$ cat config.mk
export PLATFORM = sky130hd
export DESIGN_NAME = pattern_detect_mealy
export DESIGN_NICKNAME = d
export VERILOG_FILES = /design/src/rtl/pattern_detect_mealy_pkg.sv /design/src/rtl/pattern_detect_mealy_sat_counter.sv /design/src/rtl/pattern_detect_mealy.sv
export SDC_FILE = /design/constraint.sdc
export NUM_CORES = 1
export LEC_CHECK = 0
export BUFFER_PORTS_ARGS = -buffer_cell sky130_fd_sc_hd__buf_2
export CORE_MARGIN = 2
export CORE_UTILIZATION = 49
export DETAILED_ROUTE_END_ITERATION = 8
export PLACE_DENSITY = 0.82
export SETUP_SLACK_MARGIN = 0.2
export SLEW_MARGIN = 10
export SYNTH_ARGS = -nofsm -noshare
export SYNTH_HDL_FRONTEND = slang
export SYNTH_SLANG_ARGS = --single-unit
$ cat constraint.sdc
create_clock -name clk -period 1.4 [get_ports clk]
set_input_delay 0.28 -clock clk [delete_from_list [all_inputs] [get_ports clk]]
set_output_delay 0.28 -clock clk [all_outputs]
set_load 0.02 [all_outputs]
$ cat src/rtl/pattern_detect_mealy_pkg.sv
// ============================================================================
// Module : pattern_pkg
// Brief  : Shared types and helpers for the Mealy serial-pattern detector.
// Rev    : 1.0  initial release
// ============================================================================
`default_nettype none

package pattern_pkg;

    typedef enum logic [1:0] {
        S_UNARMED = 2'd0,
        S_FILL    = 2'd1,
        S_ARMED   = 2'd2
    } pat_state_t;

    // Width of the fill counter; it only ever needs to reach PAT_W-1.
    function automatic int fill_width(input int pat_w);
        return (pat_w < 2) ? 1 : $clog2(pat_w);
    endfunction

endpackage

`default_nettype wire

$ cat src/rtl/pattern_detect_mealy_sat_counter.sv
// ============================================================================
// Module : sat_counter
// Brief  : Saturating up-counter with synchronous clear and registered flag.
// Rev    : 1.0  initial release
// ============================================================================
`default_nettype none

module sat_counter #(
    parameter int W = 8
) (
    input  logic         clk,
    input  logic         reset_n,
    input  logic         clr,
    input  logic         inc,
    output logic [W-1:0] cnt,
    output logic         sat
);

    localparam logic [W-1:0] c_MAX = '1;

    logic [W-1:0] r_cnt;
    logic         r_sat;
    logic [W-1:0] w_next;

    assign w_next = r_cnt + 1'b1;

    // Clear outranks a coincident increment; r_sat tracks r_cnt == c_MAX.
    always_ff @(posedge clk or negedge reset_n) begin
        if (!reset_n) begin
            r_cnt <= '0;
            r_sat <= 1'b0;
        end else if (clr) begin
            r_cnt <= '0;
            r_sat <= 1'b0;
        end else if (inc && !r_sat) begin
            r_cnt <= w_next;
            r_sat <= (w_next == c_MAX);
        end
    end

    assign cnt = r_cnt;
    assign sat = r_sat;

endmodule

`default_nettype wire

$ cat src/rtl/pattern_detect_mealy.sv
// ============================================================================
// Module : pattern_detect_mealy
// Brief  : Mealy detector of a loadable PAT_W-bit serial pattern with match counter.
// Rev    : 1.0  initial release
// ============================================================================
`default_nettype none

module pattern_detect_mealy
    import pattern_pkg::*;
#(
    parameter int PAT_W = 4,
    parameter int CNT_W = 8
) (
    input  logic             clk,
    input  logic             reset_n,
    input  logic             in_valid,
    input  logic             a,
    input  logic             pat_load,
    input  logic [PAT_W-1:0] pat_in,
    input  logic             overlap,
    input  logic             cnt_clr,
    output logic             y,
    output logic [CNT_W-1:0] match_cnt,
    output logic             cnt_sat
);

    localparam int                FILL_W      = fill_width(PAT_W);
    localparam logic [FILL_W-1:0] c_FILL_LAST = FILL_W'(PAT_W - 2);

    pat_state_t        r_state;
    logic [PAT_W-1:0]  r_pat;
    logic [PAT_W-2:0]  r_hist;
    logic [FILL_W-1:0] r_fill_cnt;
    logic [PAT_W-2:0]  w_hist_shift;
    logic              w_match;
    logic              w_y;

    generate
        if (PAT_W == 2) begin : g_shift_1b
            assign w_hist_shift = a;
        end else begin : g_shift_wide
            assign w_hist_shift = {r_hist[PAT_W-3:0], a};
        end
    endgenerate

    assign w_match = ({r_hist, a} == r_pat);
    // A load cycle never reports a match: its bit is discarded.
    assign w_y     = (r_state == S_ARMED) & in_valid & ~pat_load & w_match;
    assign y       = w_y;

    always_ff @(posedge clk or negedge reset_n) begin
        if (!reset_n) begin
            r_state    <= S_UNARMED;
            r_pat      <= '0;
            r_hist     <= '0;
            r_fill_cnt <= '0;
        end else if (pat_load) begin
            r_pat      <= pat_in;
            r_hist     <= '0;
            r_fill_cnt <= '0;
            r_state    <= S_FILL;
        end else if (in_valid) begin
            case (r_state)
                S_FILL: begin
                    r_hist     <= w_hist_shift;
                    r_fill_cnt <= r_fill_cnt + 1'b1;
                    if (r_fill_cnt == c_FILL_LAST) begin
                        r_state <= S_ARMED;
                    end
                end
                S_ARMED: begin
                    // Non-overlapping mode consumes the completing bit.
                    if (w_match && !overlap) begin
                        r_hist     <= '0;
                        r_fill_cnt <= '0;
                        r_state    <= S_FILL;
                    end else begin
                        r_hist <= w_hist_shift;
                    end
                end
                default: begin
                end
            endcase
        end
    end

    sat_counter #(
        .W(CNT_W)
    ) u_match_cnt (
        .clk     (clk),
        .reset_n (reset_n),
        .clr     (cnt_clr),
        .inc     (w_y),
        .cnt     (match_cnt),
        .sat     (cnt_sat)
    );

endmodule

`default_nettype wire

; ---- Word level (Yosys, flattened, before mapping)
; Index checks and enable logic that the tools add are counted.
[totals]
ff_bits = 20
input_bits = 11
out_inout_bits = 10
[classes]
add_sub_neg = 2
n_eq_ne = 7
muxes = 17
bitwise = 4
reduce_logical = 10
[ops]
columns = operator, n
row1 = two-way mux 8 bit, 2
row2 = two-way mux 2 bit, 7
row3 = two-way mux 3 bit, 3
row4 = adder 8 x 1 -> 8 bit (second input constant), 1
row5 = == test 8 bit (second input constant), 1
row6 = one-hot mux 2 bit (2 select lines), 2
row7 = one-hot mux 3 bit (2 select lines), 1
row8 = == test 2 bit (second input constant), 2
row9 = == test 4 bit, 1
row10 = AND reduction 4 bit, 1
row11 = nonzero test 2 bit, 2
row12 = bitwise AND 1 bit, 3
row13 = inequality test 3 x 2 -> 1 bit (second input constant), 1
row14 = inequality test 3 bit (second input constant), 1
row15 = AND reduction 3 bit, 1
row16 = nonzero test 3 bit, 1
row17 = adder 2 x 1 -> 2 bit (second input constant), 1
row18 = == test 2 x 1 -> 1 bit (second input constant), 1
row19 = logical AND 1 bit, 2
row20 = zero test 1 bit, 2
row21 = two-way mux 1 bit, 2
row22 = AND reduction 2 bit, 1
row23 = inverter 1 bit, 1

; ---- Logic depth before layout (Yosys ltp)
[logic_depth]
word_depth = 7
ltp_mapped = 6
mapped_depth_nobuf = 5

; ---- Cells and area by module
; A second synthesis with hierarchy kept.
[hier_totals]
hier_cells = 121
area_unflattened_um2 = 1206.2
[modules_own_cells]
columns = module, n_inst, cells_each, area_each_um2, seq_area_each_um2
row1 = pattern_detect_mealy, 1, 62, 661.9, 275.3
row2 = sat_counter, 1, 59, 544.3, 225.2

; ---- Least setup slack after synthesis
; No wires, ideal clock.
[synth_path]
kind = flip-flop to flip-flop
from = reg u_match_cnt.r_cnt[0] (netlist: u_match_cnt.cnt[0])
to = reg u_match_cnt.r_cnt[1] (netlist: u_match_cnt.cnt[1])
setup_time_ps = 78
arrival_ps = 1520
path_slack_ps = -198
path_stages_with_launch = 5
cell_sequence = dfrtp_1 inv_1 ha_1 or4_1 a21oi_1
[synth_via]
elab_chain_cells = 3
[synth_rtl]
columns = element, line_no
row1 = "start, declared", pattern_detect_mealy_sat_counter.sv:21  ; logic [W-1:0] r_cnt;
row2 = "start signal, assigned", pattern_detect_mealy_sat_counter.sv:36  ; r_cnt <= w_next;
row3 = adder 8 x 1 -> 8 bit, pattern_detect_mealy_sat_counter.sv:25  ; assign w_next = r_cnt + 1'b1;
row4 = two-way mux 8 bit, pattern_detect_mealy_sat_counter.sv:35  ; end else if (inc && !r_sat) begin
row5 = two-way mux 8 bit, pattern_detect_mealy_sat_counter.sv:32  ; end else if (clr) begin
; No other way between the ends. The select of a mux whose other input is x is not followed.
; A chain may end at the register's enable or synchronous reset.

; ---- Final worst setup path
[layout_path]
from = reg r_pat[1]
to = out y
[layout_via]
elab_chain_cells = 2
[layout_rtl]
columns = element, line_no
row1 = "start, declared", pattern_detect_mealy.sv:31  ; logic [PAT_W-1:0] r_pat;
row2 = "start signal, assigned", pattern_detect_mealy.sv:58  ; r_pat <= pat_in;
row3 = == test 4 bit, pattern_detect_mealy.sv:46  ; assign w_match = ({r_hist, a} == r_pat);
row4 = bitwise AND 1 bit, pattern_detect_mealy.sv:48  ; assign w_y = (r_state == S_ARMED) & in_valid & ~pat_load & w_match;
row5 = "end, declared", pattern_detect_mealy.sv:22  ; output logic y,
; No other way between the ends.

==> impl_metrics.yaml <==
cts:
  h-tree-depth: 1
  cts-root-buf: "clkbuf_4"
  clk-insertion-delay-late_ps: 320
  clk_pin_slew_worst_paths_ps: 140
  cts_tree: "yes"
  max-clock-path-buffers: 2
  cts_buffers: 3
  clkSinkCount: 20
floorplan:
  core_mm2: 0.00221
  die_h_um: 52.5
  row_count: 17
  io_pins: 21
  die-area_mm2: 0.00275
  die_x_um: 52.5
  initial_core_util_pct: 52.0
setup_path:
  reg2regPathDepth: 6
  worstSetupEndpointType: "primary output"
  cp-start-kind: "register"
  r2r-end: "u_match_cnt.cnt[6]$_DFFE_PN0P_"
  path_max_fanout: 2
  worst_path_max_delay_cell: "dfrtp_1"
  cpPeakStageDelay_ps: 430
  cp_common_cell: "buf_6"
  arrival_ps: 1490
  rrSetupSlack_ps: -360
  r2r-start: "r_pat[1]$_DFFE_PN0P_"
  cp.required_ps: 1120
  crit_chain: "xnor2_1 -> nand4_2 -> buf_6 -> nor2_4 -> buf_6"
  path_class: "reg2out"
detailed_routing:
  drt_first_pass_iters: 4
  num_vias: 1184
  wl_per_cell_um: 18.4
  drc: 0
  drtIter0Drc: 40
  viasPerCell: 5.89
  totalWireLength_um: 3690
  ant_nets: 0
timing:
  clock_skew_ps: 21.0
  worst_hold_slack_ps: 179
  hold_violations: 0
  max_freq_ghz: 0.566
  tightest_slew_ps: 489
  grt_setup_unrepaired: "true"
  drv_slew: 0
  setup_viol: 17
  min_period_over_period_pct: 126
  min_period_ps: 1770
  fin_ws_ps: -366
  relSlewSlack_pct: 67.4
global_routing:
  grt_max_degree: 21
  grt.total_usage_pct: 26.8
  antenna_found_initial: 0
  grt_pass1_wl_um: 5270
  grt_pass1_vias: 1176
  grt_remaining_overflow: 0
yosys:
  syn_area_mm2: 0.00115
  synth-seq-area-share_pct: 43.5
  synth_top_area_share_pct: 43.5
  synth_async_sr_flop_share_pct: 100
  avgSynthCellArea_um2: 10.5
  yosysMostFrequentCell: "dfrtp_1"
  synthCells: 110
  synth.area.top_cells: "dfrtp_1 43%, mux2_1 4.9%, mux2_2 3.9%, ha_1 3.3%, xnor2_1 3.0%"
  yosys_warnings: 0
  synth_cell_type_count: 43
  synth_flop_cell: "dfrtp_1"
  synth_area_leader_cell: "dfrtp_1"
  synth_edf_count: 0
  syn-num-nets: 124
  ys_seq_elements: 20
  synth_common_cells: "20 x dfrtp_1, 9 x nor2_1, 6 x a21oi_1"
cells_and_area:
  layout.cells.non_filler: 201
  finalNetCount: 188
  fillers: 103
  area_growth_pct: 68.6
  fin_util_pct: 87.7
  design_area_mm2: 0.00194
  antenna_cells: 0
  drive_above_1_share_pct: 63.6
hold_path:
  hold_depth: 2
  hold_path_class: "in2reg"
  whs_endpoint: "r_pat[0]$_DFFE_PN0P_"
  hold_start: "pat_in[0]"
job:
  cap_violations: 0
place:
  dp_cells: 187
  port_buffers: 20
  gp_congestion: 0.860
  placed_area_mm2: 0.00155
  hpwl_um: 2120
power:
  power_density_mw_per_mm2: 948
  vdd_drop_max_v: 0.00132
  power.leakage_nw: 0.862
status:
  status: "complete, but fails checks"
  violations: "setup timing"
==> through the flow <==
step	setup TNS, ps	power (mW)	setup slack [ps]
after global placement	-3630	1.19	-328
after floorplan	-1140	1.00	-139
final	-4880	1.84	-366
after detailed placement	-5080	1.21	-411
after global routing	-6140	1.92	-450
after CTS	-3070	1.75	-296
==> timing repair <==
| action | in CTS | in global routing |
|---|---|---|
| endpoints found under the setup margin | 25 | 26 |
| endpoints found under the hold margin | 20 | 0 |
| hold buffers | 1 | 0 |
| setup buffers | 5 | 4 |
| gates resized for setup | 44 | 17 |
| pin swaps | 12 | 3 |
==> placed cells by master (no fill, tap or decap), drive strengths merged <==
master,synthesis,layout
nor4b,1,1
or3b,1,1
nand3,1,1
o311ai,1,1
and2,1,1
a32o,3,3
dlygate4sd3,0,1
a21o,1,1
nor2b,4,4
o22ai,1,1
a21bo,1,1
dfrtp,20,20
o2111ai,1,1
nand2,4,4
xor2,1,1
clkinv,1,1
a31oi,1,1
o21ai,5,5
a22oi,1,1
nand4,6,6
nor2,9,9
clkbuf,1,3
bufinv,0,1
mux2,9,9
inv,5,5
a21oi,6,6
mux2i,1,1
xnor2,4,4
nand2b,1,1
nor4,2,2
buf,3,62
or3,1,1
or4,4,4
nand4b,1,1
ha,3,3
o31ai,3,3
nor3,2,2
==> logic make-up after synthesis <==
family | after synthesis | share of synthesized area (%)
multiplexers | 10 | 9.67
AND/OR/NAND/NOR | 38 | 21.2
AO/OA/AOI/OAI | 24 | 14.1
buffers and inverters | 10 | 4.45
XOR/XNOR | 5 | 3.80
flip-flops | 20 | 43.5
adder cells (fa/ha/maj) | 3 | 3.26
==> worst max path at each step <==
stage | start | endpoint | slack [ps] | cells after the start
detailed placement | r_pat[3]$_DFFE_PN0P_ | u_match_cnt.cnt[5]$_DFFE_PN0P_ | -410 | 5
finish | r_pat[1]$_DFFE_PN0P_ | y | -370 | 5
global placement | r_pat[3]$_DFFE_PN0P_ | u_match_cnt.cnt[5]$_DFFE_PN0P_ | -330 | 5
global route | r_pat[1]$_DFFE_PN0P_ | y | -450 | 5
CTS | r_hist[1]$_DFFE_PN0P_ | y | -300 | 5
floorplan | r_hist[0]$_DFFE_PN0P_ | r_hist[0]$_DFFE_PN0P_ | -140 | 4
==> sequential cells by signal, indices dropped and copies added (netlist names) <==
name / cells
u_match_cnt.sat: 1
r_hist: 3
r_pat: 4
r_state: 2
r_fill_cnt: 2
u_match_cnt.cnt: 8
==> power breakdown <==
group / internal, mW / switching [mW] / total (mW)
Clock: 0.290 / 0.198 / 0.487
Combinational: 0.313 / 0.319 / 0.632
Sequential: 0.653 / 0.0670 / 0.720
Total: 1.26 / 0.583 / 1.84
==> cell type report <==
| class | count | area [µm²] | area share [%] |
|---|---|---|---|
| multi-input combinational | 80 | 783 | 40.4 |
| timing repair buffer | 63 | 537 | 27.7 |
| sequential | 20 | 509 | 26.2 |
| tap | 28 | 35.0 | 1.81 |
| clock inverter | 1 | 30.0 | 1.55 |
| inverter | 6 | 23.8 | 1.23 |
| clock buffer | 3 | 22.5 | 1.16 |
==> layer usage <==
metal,track usage [%],share of wire (%)
met1,30.7,39
met5,0,0
met3,4.29,3.3
met4,17.1,3.3
met2,46.0,54
==> worst max-delay path: cells and delay by family (launching register included) <==
family	cells	cell delay [ps]
xor gates and xnor gates	1	220
and+or+nand+nor	2	240
buffers and inverters	2	280
DFF	1	430
No activity file was read; power rests on OpenSTA's default activity.
